[src/rtl/ysyx_24100029_btb_pkg.sv]
// Shared types for the BTB update controller: branch-type codes,
// the update record layout and the controller state encoding.
package ysyx_24100029_btb_pkg;

  localparam int BR_TYPE_W = 2;

  localparam logic [BR_TYPE_W-1:0] BR_NONE   = 2'd0;
  localparam logic [BR_TYPE_W-1:0] BR_BRANCH = 2'd1;
  localparam logic [BR_TYPE_W-1:0] BR_JAL    = 2'd2;
  localparam logic [BR_TYPE_W-1:0] BR_JALR   = 2'd3;

  // Field order matches the packed {pc, npc, type} word stored in the FIFO.
  typedef struct packed {
    logic [31:0]          pc;
    logic [31:0]          npc;
    logic [BR_TYPE_W-1:0] br_type;
  } btb_upd_t;

  typedef enum logic {
    IDLE  = 1'b0,
    FLUSH = 1'b1
  } ctrl_state_e;

endpackage

[src/rtl/ysyx_24100029_sync_fifo.sv]
// Synchronous FIFO with push/pop/clear. Pointers are log2(DEPTH) bits and
// wrap naturally; a separate count (one bit wider) gives full/empty.
// Pushes while full and pops while empty are ignored.
module ysyx_24100029_sync_fifo #(
  parameter int WIDTH = 8,
  parameter int DEPTH = 4
) (
  input  logic             clock,
  input  logic             reset,
  input  logic             clear,
  input  logic             push,
  input  logic [WIDTH-1:0] push_data,
  input  logic             pop,
  output logic [WIDTH-1:0] pop_data,
  output logic             full,
  output logic             empty
);

  localparam int PTR_W = $clog2(DEPTH);
  localparam logic [PTR_W:0] FULL_CNT = (PTR_W + 1)'(DEPTH);

  logic [WIDTH-1:0] mem [DEPTH];
  logic [PTR_W-1:0] wr_ptr;
  logic [PTR_W-1:0] rd_ptr;
  logic [PTR_W:0]   count;
  logic             do_push;
  logic             do_pop;

  assign full     = (count == FULL_CNT);
  assign empty    = (count == '0);
  assign do_push  = push && !full;
  assign do_pop   = pop && !empty;
  assign pop_data = mem[rd_ptr];

  // Pointer and occupancy bookkeeping; clear empties the queue in one edge
  always_ff @(posedge clock) begin
    // NOTE: sequential state uses non-blocking assignments so every register samples pre-edge values.
    if (reset || clear) begin
      wr_ptr <= '0;
      rd_ptr <= '0;
      count  <= '0;
    end else begin
      if (do_push) wr_ptr <= wr_ptr + 1'b1;
      if (do_pop)  rd_ptr <= rd_ptr + 1'b1;
      case ({do_push, do_pop})
        2'b10:   count <= count + 1'b1;
        2'b01:   count <= count - 1'b1;
        default: count <= count;
      endcase
    end
  end

  // Storage write
  always_ff @(posedge clock) begin
    // NOTE: the storage array is not reset; count/pointers alone decide which entries are live.
    if (do_push) mem[wr_ptr] <= push_data;
  end

endmodule

[src/rtl/ysyx_24100029_btb_upd_ctrl.sv]
// BTB update controller: arbitrates EXU (priority) and IDU training updates
// into a FIFO, drains one entry per cycle to the BTB commit port, and walks
// every BTB set with an invalidate strobe after fence.i.
// Optional feature macro: YSYX_24100029_BTB_DEDUP_EN drops an accepted
// request identical to the previous accepted one.
module ysyx_24100029_btb_upd_ctrl
  import ysyx_24100029_btb_pkg::*;
#(
  parameter int DEPTH       = 4,
  parameter int INDEX_WIDTH = 3,
  parameter int TYPE_WIDTH  = 2
) (
  input  logic                   clock,
  input  logic                   reset,
  input  logic                   exu_upd_valid,
  output logic                   exu_upd_ready,
  input  logic [31:0]            exu_upd_pc,
  input  logic [31:0]            exu_upd_npc,
  input  logic [TYPE_WIDTH-1:0]  exu_upd_type,
  input  logic                   idu_upd_valid,
  output logic                   idu_upd_ready,
  input  logic [31:0]            idu_upd_pc,
  input  logic [31:0]            idu_upd_npc,
  input  logic [TYPE_WIDTH-1:0]  idu_upd_type,
  input  logic                   fence_i,
  output logic                   btb_commit,
  output logic [31:0]            btb_commit_pc,
  output logic [TYPE_WIDTH-1:0]  btb_commit_pc_type,
  output logic [31:0]            btb_commit_npc,
  output logic                   btb_inv,
  output logic [INDEX_WIDTH-1:0] btb_inv_index,
  output logic                   flush_busy
);

  localparam int UPD_W = 64 + TYPE_WIDTH;
  localparam logic [INDEX_WIDTH-1:0] LAST_INDEX = '1;

  ctrl_state_e            state;
  ctrl_state_e            state_nxt;
  logic [INDEX_WIDTH-1:0] inv_cnt;
  logic [INDEX_WIDTH-1:0] inv_cnt_nxt;
  logic                   fifo_full;
  logic                   fifo_empty;
  logic                   fifo_push;
  logic                   fifo_clear;
  logic [UPD_W-1:0]       req_data;
  logic [UPD_W-1:0]       head_data;
  logic                   exu_fire;
  logic                   idu_fire;
  logic                   req_dup;

  // State and walk counter; reset abandons any walk in progress
  always_ff @(posedge clock) begin
    if (reset) begin
      state   <= IDLE;
      inv_cnt <= '0;
    end else begin
      state   <= state_nxt;
      inv_cnt <= inv_cnt_nxt;
    end
  end

  // Next state, walk counter, handshakes, drain and invalidate strobes
  always_comb begin
    // NOTE: every output gets a default first so no path through the case infers a latch.
    state_nxt     = state;
    inv_cnt_nxt   = inv_cnt;
    exu_upd_ready = 1'b0;
    idu_upd_ready = 1'b0;
    btb_commit    = 1'b0;
    btb_inv       = 1'b0;
    btb_inv_index = '0;
    flush_busy    = 1'b0;
    fifo_clear    = 1'b0;
    case (state)
      IDLE: begin
        // Full is the pre-pop occupancy, so a same-cycle pop never frees a slot.
        exu_upd_ready = !fifo_full && !fence_i;
        idu_upd_ready = exu_upd_ready && !exu_upd_valid;
        btb_commit    = !fifo_empty && !fence_i;
        if (fence_i) begin
          fifo_clear = 1'b1;
          state_nxt  = FLUSH;
        end
      end
      FLUSH: begin
        btb_inv       = 1'b1;
        btb_inv_index = inv_cnt;
        flush_busy    = 1'b1;
        inv_cnt_nxt   = inv_cnt + 1'b1;
        if (inv_cnt == LAST_INDEX) state_nxt = IDLE;
      end
      default: state_nxt = IDLE;
    endcase
  end

  assign exu_fire  = exu_upd_valid && exu_upd_ready;
  assign idu_fire  = idu_upd_valid && idu_upd_ready;
  assign req_data  = exu_fire ? {exu_upd_pc, exu_upd_npc, exu_upd_type}
                              : {idu_upd_pc, idu_upd_npc, idu_upd_type};
  assign fifo_push = (exu_fire || idu_fire) && !req_dup;

`ifdef YSYX_24100029_BTB_DEDUP_EN
  logic             last_vld;
  logic [UPD_W-1:0] last_data;

  // Remember the last accepted request; fence.i forgets it so retraining goes through
  always_ff @(posedge clock) begin
    if (reset || fence_i) begin
      last_vld <= 1'b0;
    end else if (exu_fire || idu_fire) begin
      last_vld  <= 1'b1;
      last_data <= req_data;
    end
  end

  assign req_dup = last_vld && (last_data == req_data);
`else
  assign req_dup = 1'b0;
`endif

  ysyx_24100029_sync_fifo #(
    .WIDTH (UPD_W),
    .DEPTH (DEPTH)
  ) u_fifo (
    .clock     (clock),
    .reset     (reset),
    .clear     (fifo_clear),
    .push      (fifo_push),
    .push_data (req_data),
    .pop       (btb_commit),
    .pop_data  (head_data),
    .full      (fifo_full),
    .empty     (fifo_empty)
  );

  assign {btb_commit_pc, btb_commit_npc, btb_commit_pc_type} = btb_commit ? head_data : '0;

endmodule

[config.mk]
export PLATFORM = sky130hd
export DESIGN_NAME = ysyx_24100029_btb_upd_ctrl
export DESIGN_NICKNAME = d
export VERILOG_FILES = /design/src/rtl/ysyx_24100029_btb_pkg.sv /design/src/rtl/ysyx_24100029_sync_fifo.sv /design/src/rtl/ysyx_24100029_btb_upd_ctrl.sv
export SDC_FILE = /design/constraint.sdc
export NUM_CORES = 1
export LEC_CHECK = 0
export BUFFER_PORTS_ARGS = -buffer_cell sky130_fd_sc_hd__buf_4
export CAP_MARGIN = 0
export CELL_PAD_IN_SITES_DETAIL_PLACEMENT = 2
export CELL_PAD_IN_SITES_GLOBAL_PLACEMENT = 2
export CORE_MARGIN = 3
export CORE_UTILIZATION = 42
export DETAILED_ROUTE_END_ITERATION = 6
export GPL_ROUTABILITY_DRIVEN = 0
export PLACE_DENSITY_LB_ADDON = 0.08
export SLEW_MARGIN = 20
export SYNTH_ARGS = -nofsm -noshare
export SYNTH_HDL_FRONTEND = slang
export SYNTH_SLANG_ARGS = --single-unit
[constraint.sdc]
create_clock -name clock -period 6.5 [get_ports clock]
set_input_delay 0.65 -clock clock [delete_from_list [all_inputs] [get_ports clock]]
set_output_delay 0.65 -clock clock [all_outputs]
set_load 0.03 [all_outputs]
# After elaboration in Yosys (flattened, before gate mapping)
# Memory sizes are Yosys's and may differ from the RTL's. A register that Yosys moved wholly into a read port is not among the register bits.
# Index checks and enable logic that the tools add are counted.
# W data, S select, Z words.
# classes
n_eq_ne	4
n_addsub	5
reduce_logical	15
n_bitwise	1
n_mux	16
# op_table
cell	count
$mux W66	2
$mux W1	9
$logic_and A1 B1 Y1	7
$add A3 B1 Y3 const B	2
$eq A3 B3 Y1 const B	2
$pmux W3 S2	1
$add A2 B1 Y2 const B	2
$logic_not A1 Y1	4
$mux W2	2
$logic_not A3 Y1	1
$mux W3	1
$sub A3 B1 Y3 const B	1
$eq A2 B1 Y1 const B	1
$eq A2 B2 Y1 const B	1
$logic_or A1 B1 Y1	2
$pmux W1 S2	1
$reduce_bool A2 Y1	1
$not A1 Y1	1
# totals
mem_count	1
mem_bits_rw	264
ff_bits	11
# mem_list
name	words	width	rd	rd_clocked_by_memory_dff	wr	line_no	rtl
u_fifo.mem	4	66	1	1	1	ysyx_24100029_sync_fifo.sv:22	logic [WIDTH-1:0] mem [DEPTH];

# Longest topological paths before layout
# logic_depth
word_depth	10
depth_mapped	9

# Hierarchy
# A second synthesis with hierarchy kept.
# unflattened
hier_cells	571
area_unflattened_um2	11474.8
# by_module_without_submodules
mod	n_inst	area_per_inst_um2	cells_per_inst
ysyx_24100029_sync_fifo	1	9993.3	400
ysyx_24100029_btb_upd_ctrl	1	1481.4	171

# Least setup slack after synthesis
# Ideal clock, no wire load.
# synth_timing
path_kind	input-to-reg
startpoint	in fence_i
endpoint	mem u_fifo.mem[0][0] in the netlist's numbering, enable pin
path_buffers	1
arrival_time_ps	2820
setup_slack_ps	3249
path_stages	3
t_required_ps	6069
path_cell_list	buf_2 -> nor4_4 -> and2_1
# synth_between
elab_chain_cells	9
word_cells_on_any_way	11
cone_classes	4 x mux; 7 x reduce/logical
# synth_lines
item	line_no	rtl
from (decl)	ysyx_24100029_btb_upd_ctrl.sv:25	input logic fence_i,
$logic_not A1 Y1 *	ysyx_24100029_btb_upd_ctrl.sv:78	exu_upd_ready = !fifo_full && !fence_i;
$logic_and A1 B1 Y1 *	ysyx_24100029_btb_upd_ctrl.sv:78	
$logic_and A1 B1 Y1	ysyx_24100029_btb_upd_ctrl.sv:79	idu_upd_ready = exu_upd_ready && !exu_upd_valid;
$mux W1	ysyx_24100029_btb_upd_ctrl.sv:75	case (state)
$logic_and A1 B1 Y1	ysyx_24100029_btb_upd_ctrl.sv:98	assign idu_fire = idu_upd_valid && idu_upd_ready;
$logic_or A1 B1 Y1 *	ysyx_24100029_btb_upd_ctrl.sv:101	assign fifo_push = (exu_fire || idu_fire) && !req_dup;
$logic_and A1 B1 Y1 *	ysyx_24100029_sync_fifo.sv:31	assign do_push = push && !full;
$mux W1 *	ysyx_24100029_sync_fifo.sv:56	if (do_push) mem[wr_ptr] <= push_data;
$mux W1 (not written as such) *	ysyx_24100029_sync_fifo.sv:56	
to (decl)	ysyx_24100029_sync_fifo.sv:22	
# Mark *: on every way between the ends. The rest lies on a longest branch, timed or not.

==> results by group <==
Status
  • Status: completed

Synth
  • Register area share after synthesis: 0.697
  • Syn_area_per_cell: 20.6 um2
  • Fraction of registers with async set/reset: 0
  • Synth Instances: 571
  • Synth cell types: 33
  • Syn_nets: 716
  • Synth Warn #: 0
  • Post-synth EDFFs: 264
  • Main synth FF type: edfxtp_1
  • Seq cells post-synth: 277
  • Cell Area, Synth: 11700 um2

Clock tree
  • Clock sinks: 277
  • H-tree depth: 1
  • CTS hold repair buffers: 0
  • CTS Buf Count: 29
  • Max Buffers Root-to-Sink: 3
  • Root Driver: clkbuf_16
  • Clock tree from TritonCTS: built
  • Clock latency on the worst-skew pair: 0.52 ns
  • Worst-path clk slew: 0.06 ns
  • Post-CTS resize count: 0
  • Post-CTS Setup Repair Bufs: 0

Routing
  • # DRC: 0
  • DR WL/cell: 23.9 um
  • Routed Antenna Nets: 0
  • Via density per instance: 5.22
  • TritonRoute pass-1 iters: 4
  • Drt total wl: 28200 um
  • DR iter-0 viols: 382
  • Via count: 6161

Setup path
  • CP arrival: 3.07 ns
  • Worst Path Required: 5.85 ns
  • Highest fanout seen on the critical path: 35
  • Worst r2r src: state
  • R2r worst-path depth: 4
  • Critical Path Sink: btb_commit_pc_type[1]
  • Reg-to-Reg End: u_fifo.mem[1][1]
  • R2R Setup Slk: 3.48 ns
  • Setup crit start kind: flip-flop
  • Kind of critical path: flip-flop to output pin
  • CP endpoint kind: output pin

Timing
  • Final setup TNS: 0 ns
  • Min cycle time layout: 3.72 ns
  • Period utilisation layout: 0.572
  • RSZ-0062 raised after global routing: no
  • Rel. slew slack: 0.281
  • Final Max Tran Viols: 0
  • Setup violators final: 0
  • Fmax: 269 MHz
  • Clock Skew: 0.00635 ns
  • Final hold viol count: 0
  • Least-Margin Pin Slew: 1.08 ns

Cells and area
  • N_diodes: 0
  • Synth-to-Final Area Change: 25.3%
  • Layout cell share with drive strength beyond 1: 0.505
  • Finished Layout Cells: 1180
  • Most frequent cells in the layout: edfxtp_1, buf_4, and2_1
  • Post-Layout Inst Area: 14700 um2
  • Final #Nets: 932
  • Commonest non-fill, non-tap cell in the layout: edfxtp_1

Die
  • Die ar.: 30000 um2
  • Die height: 173 um
  • # rows: 60
  • Die width: 173 um
  • Initial core utilization: 0.431
  • IO Pins: 211
  • Core ar.: 27300 um2

Worst hold path
  • Hold/Removal Path Class: input port to flip-flop

GRT
  • All-Layer GR Usage: 0.187
  • Initial antenna violation count: 0
  • First-pass GRT wire length: 43600 um
  • Vias in the first global route: 7220
  • Largest net degree at the start of global routing: 69
  • GR Overflow Total: 0

Flow run
  • Max-cap violations: 0

Placed design
  • Inst Count DP: 1124
  • DP HPWL: 16700 um
  • Area after DPL: 13600 um2
  • I/O Buffers: 210

Pwr
  • Power per cell area: 283 nW/um2
  • Max rail drop VDD: 0.144 mV
  • Leakage power: 0.00533 uW
metrics by stage:
step           utilization  setup WS [ns]  hold slack [ns]  power (uW)
3_3_place_gp         0.498           3.24            0.450        2380
2_1_floorplan            -           3.25            0.447        2270
5_1_grt              0.540           2.49            0.310        4310
6_report             0.540           2.78            0.326        4160
3_5_place_dp         0.498           3.21            0.477        2410
4_1_cts              0.536           2.62            0.311        4210
sequential cells by signal, summed over array words and instances, names as in the netlist, named ones only:
name / cells
u_fifo.count: 3
u_fifo.rd_ptr: 2
u_fifo.mem: 264
state: 1
inv_cnt: 3
u_fifo.wr_ptr: 2
cell usage after synthesis, drive strengths merged (3+ instances only):
master	n	area, um2
edfxtp	264	7930
a21oi	3	15.0
ha	7	87.6
inv	9	33.8
mux2i	6	60.1
mux2	66	893
clkbuf	9	35.0
nor3	4	30.0
nor2	8	32.5
buf	23	225
and2	73	457
dfxtp	13	260
o211ai	6	45.0
mux4	66	1490
report_power, final:
part           switching [uW]  leakage [uW]  internal [uW]
logic                     162       0.00231            170
clock network             669      0.000517           1130
registers                21.4       0.00251           2010
total                     853       0.00533           3310
area by class of cell:
type / count / area, um2
fill: 2395 / 12500
sequential: 277 / 8200
multi-input combinational: 253 / 3280
timing repair buffer: 217 / 1700
clock buffer: 30 / 729
tap: 372 / 465
clock inverter: 22 / 309
inverter: 9 / 33.8
worst max-delay path, cell delays in order, from the launching register on:
cell,delay (ns)
dfxtp_4,0.86
buf_4,0.68
mux4_2,0.60
and2_1,0.21
buf_4,0.18
routing by layer:
| layer | up-vias | share of wire | track usage |
|---|---|---|---|
| met3 | 29 | 0.046 | 0.0280 |
| met2 | 185 | 0.54 | 0.350 |
| li1 | 2715 | - | - |
| met1 | 3232 | 0.41 | 0.233 |
| met5 | - | 0 | 0 |
| met4 | 0 | 0.012 | 0.0311 |
kinds of logic after synthesis:
family / count (synthesis) / synth area share
DFF: 277 / 0.697
muxes: 138 / 0.208
and+or+nand+nor: 91 / 0.0512
buffers and inverters: 41 / 0.0250
AOI/OAI and AO/OA: 13 / 0.00735
adders and majority gates: 8 / 0.00916
xor gates and xnor gates: 3 / 0.00224
worst min-delay path by stage:
stage,to,depth (start not counted),startpoint,slack [ns]
floorplan,flip-flop,2,u_fifo.rd_ptr[1],0.45
global placement,flip-flop,2,u_fifo.rd_ptr[1],0.45
detailed placement,flip-flop,2,u_fifo.rd_ptr[1],0.48
CTS,inv_cnt[0],2,reset,0.31
global route,inv_cnt[1],2,reset,0.31
finish,inv_cnt[1],2,reset,0.33
No activity file was read; power rests on OpenSTA's default activity.
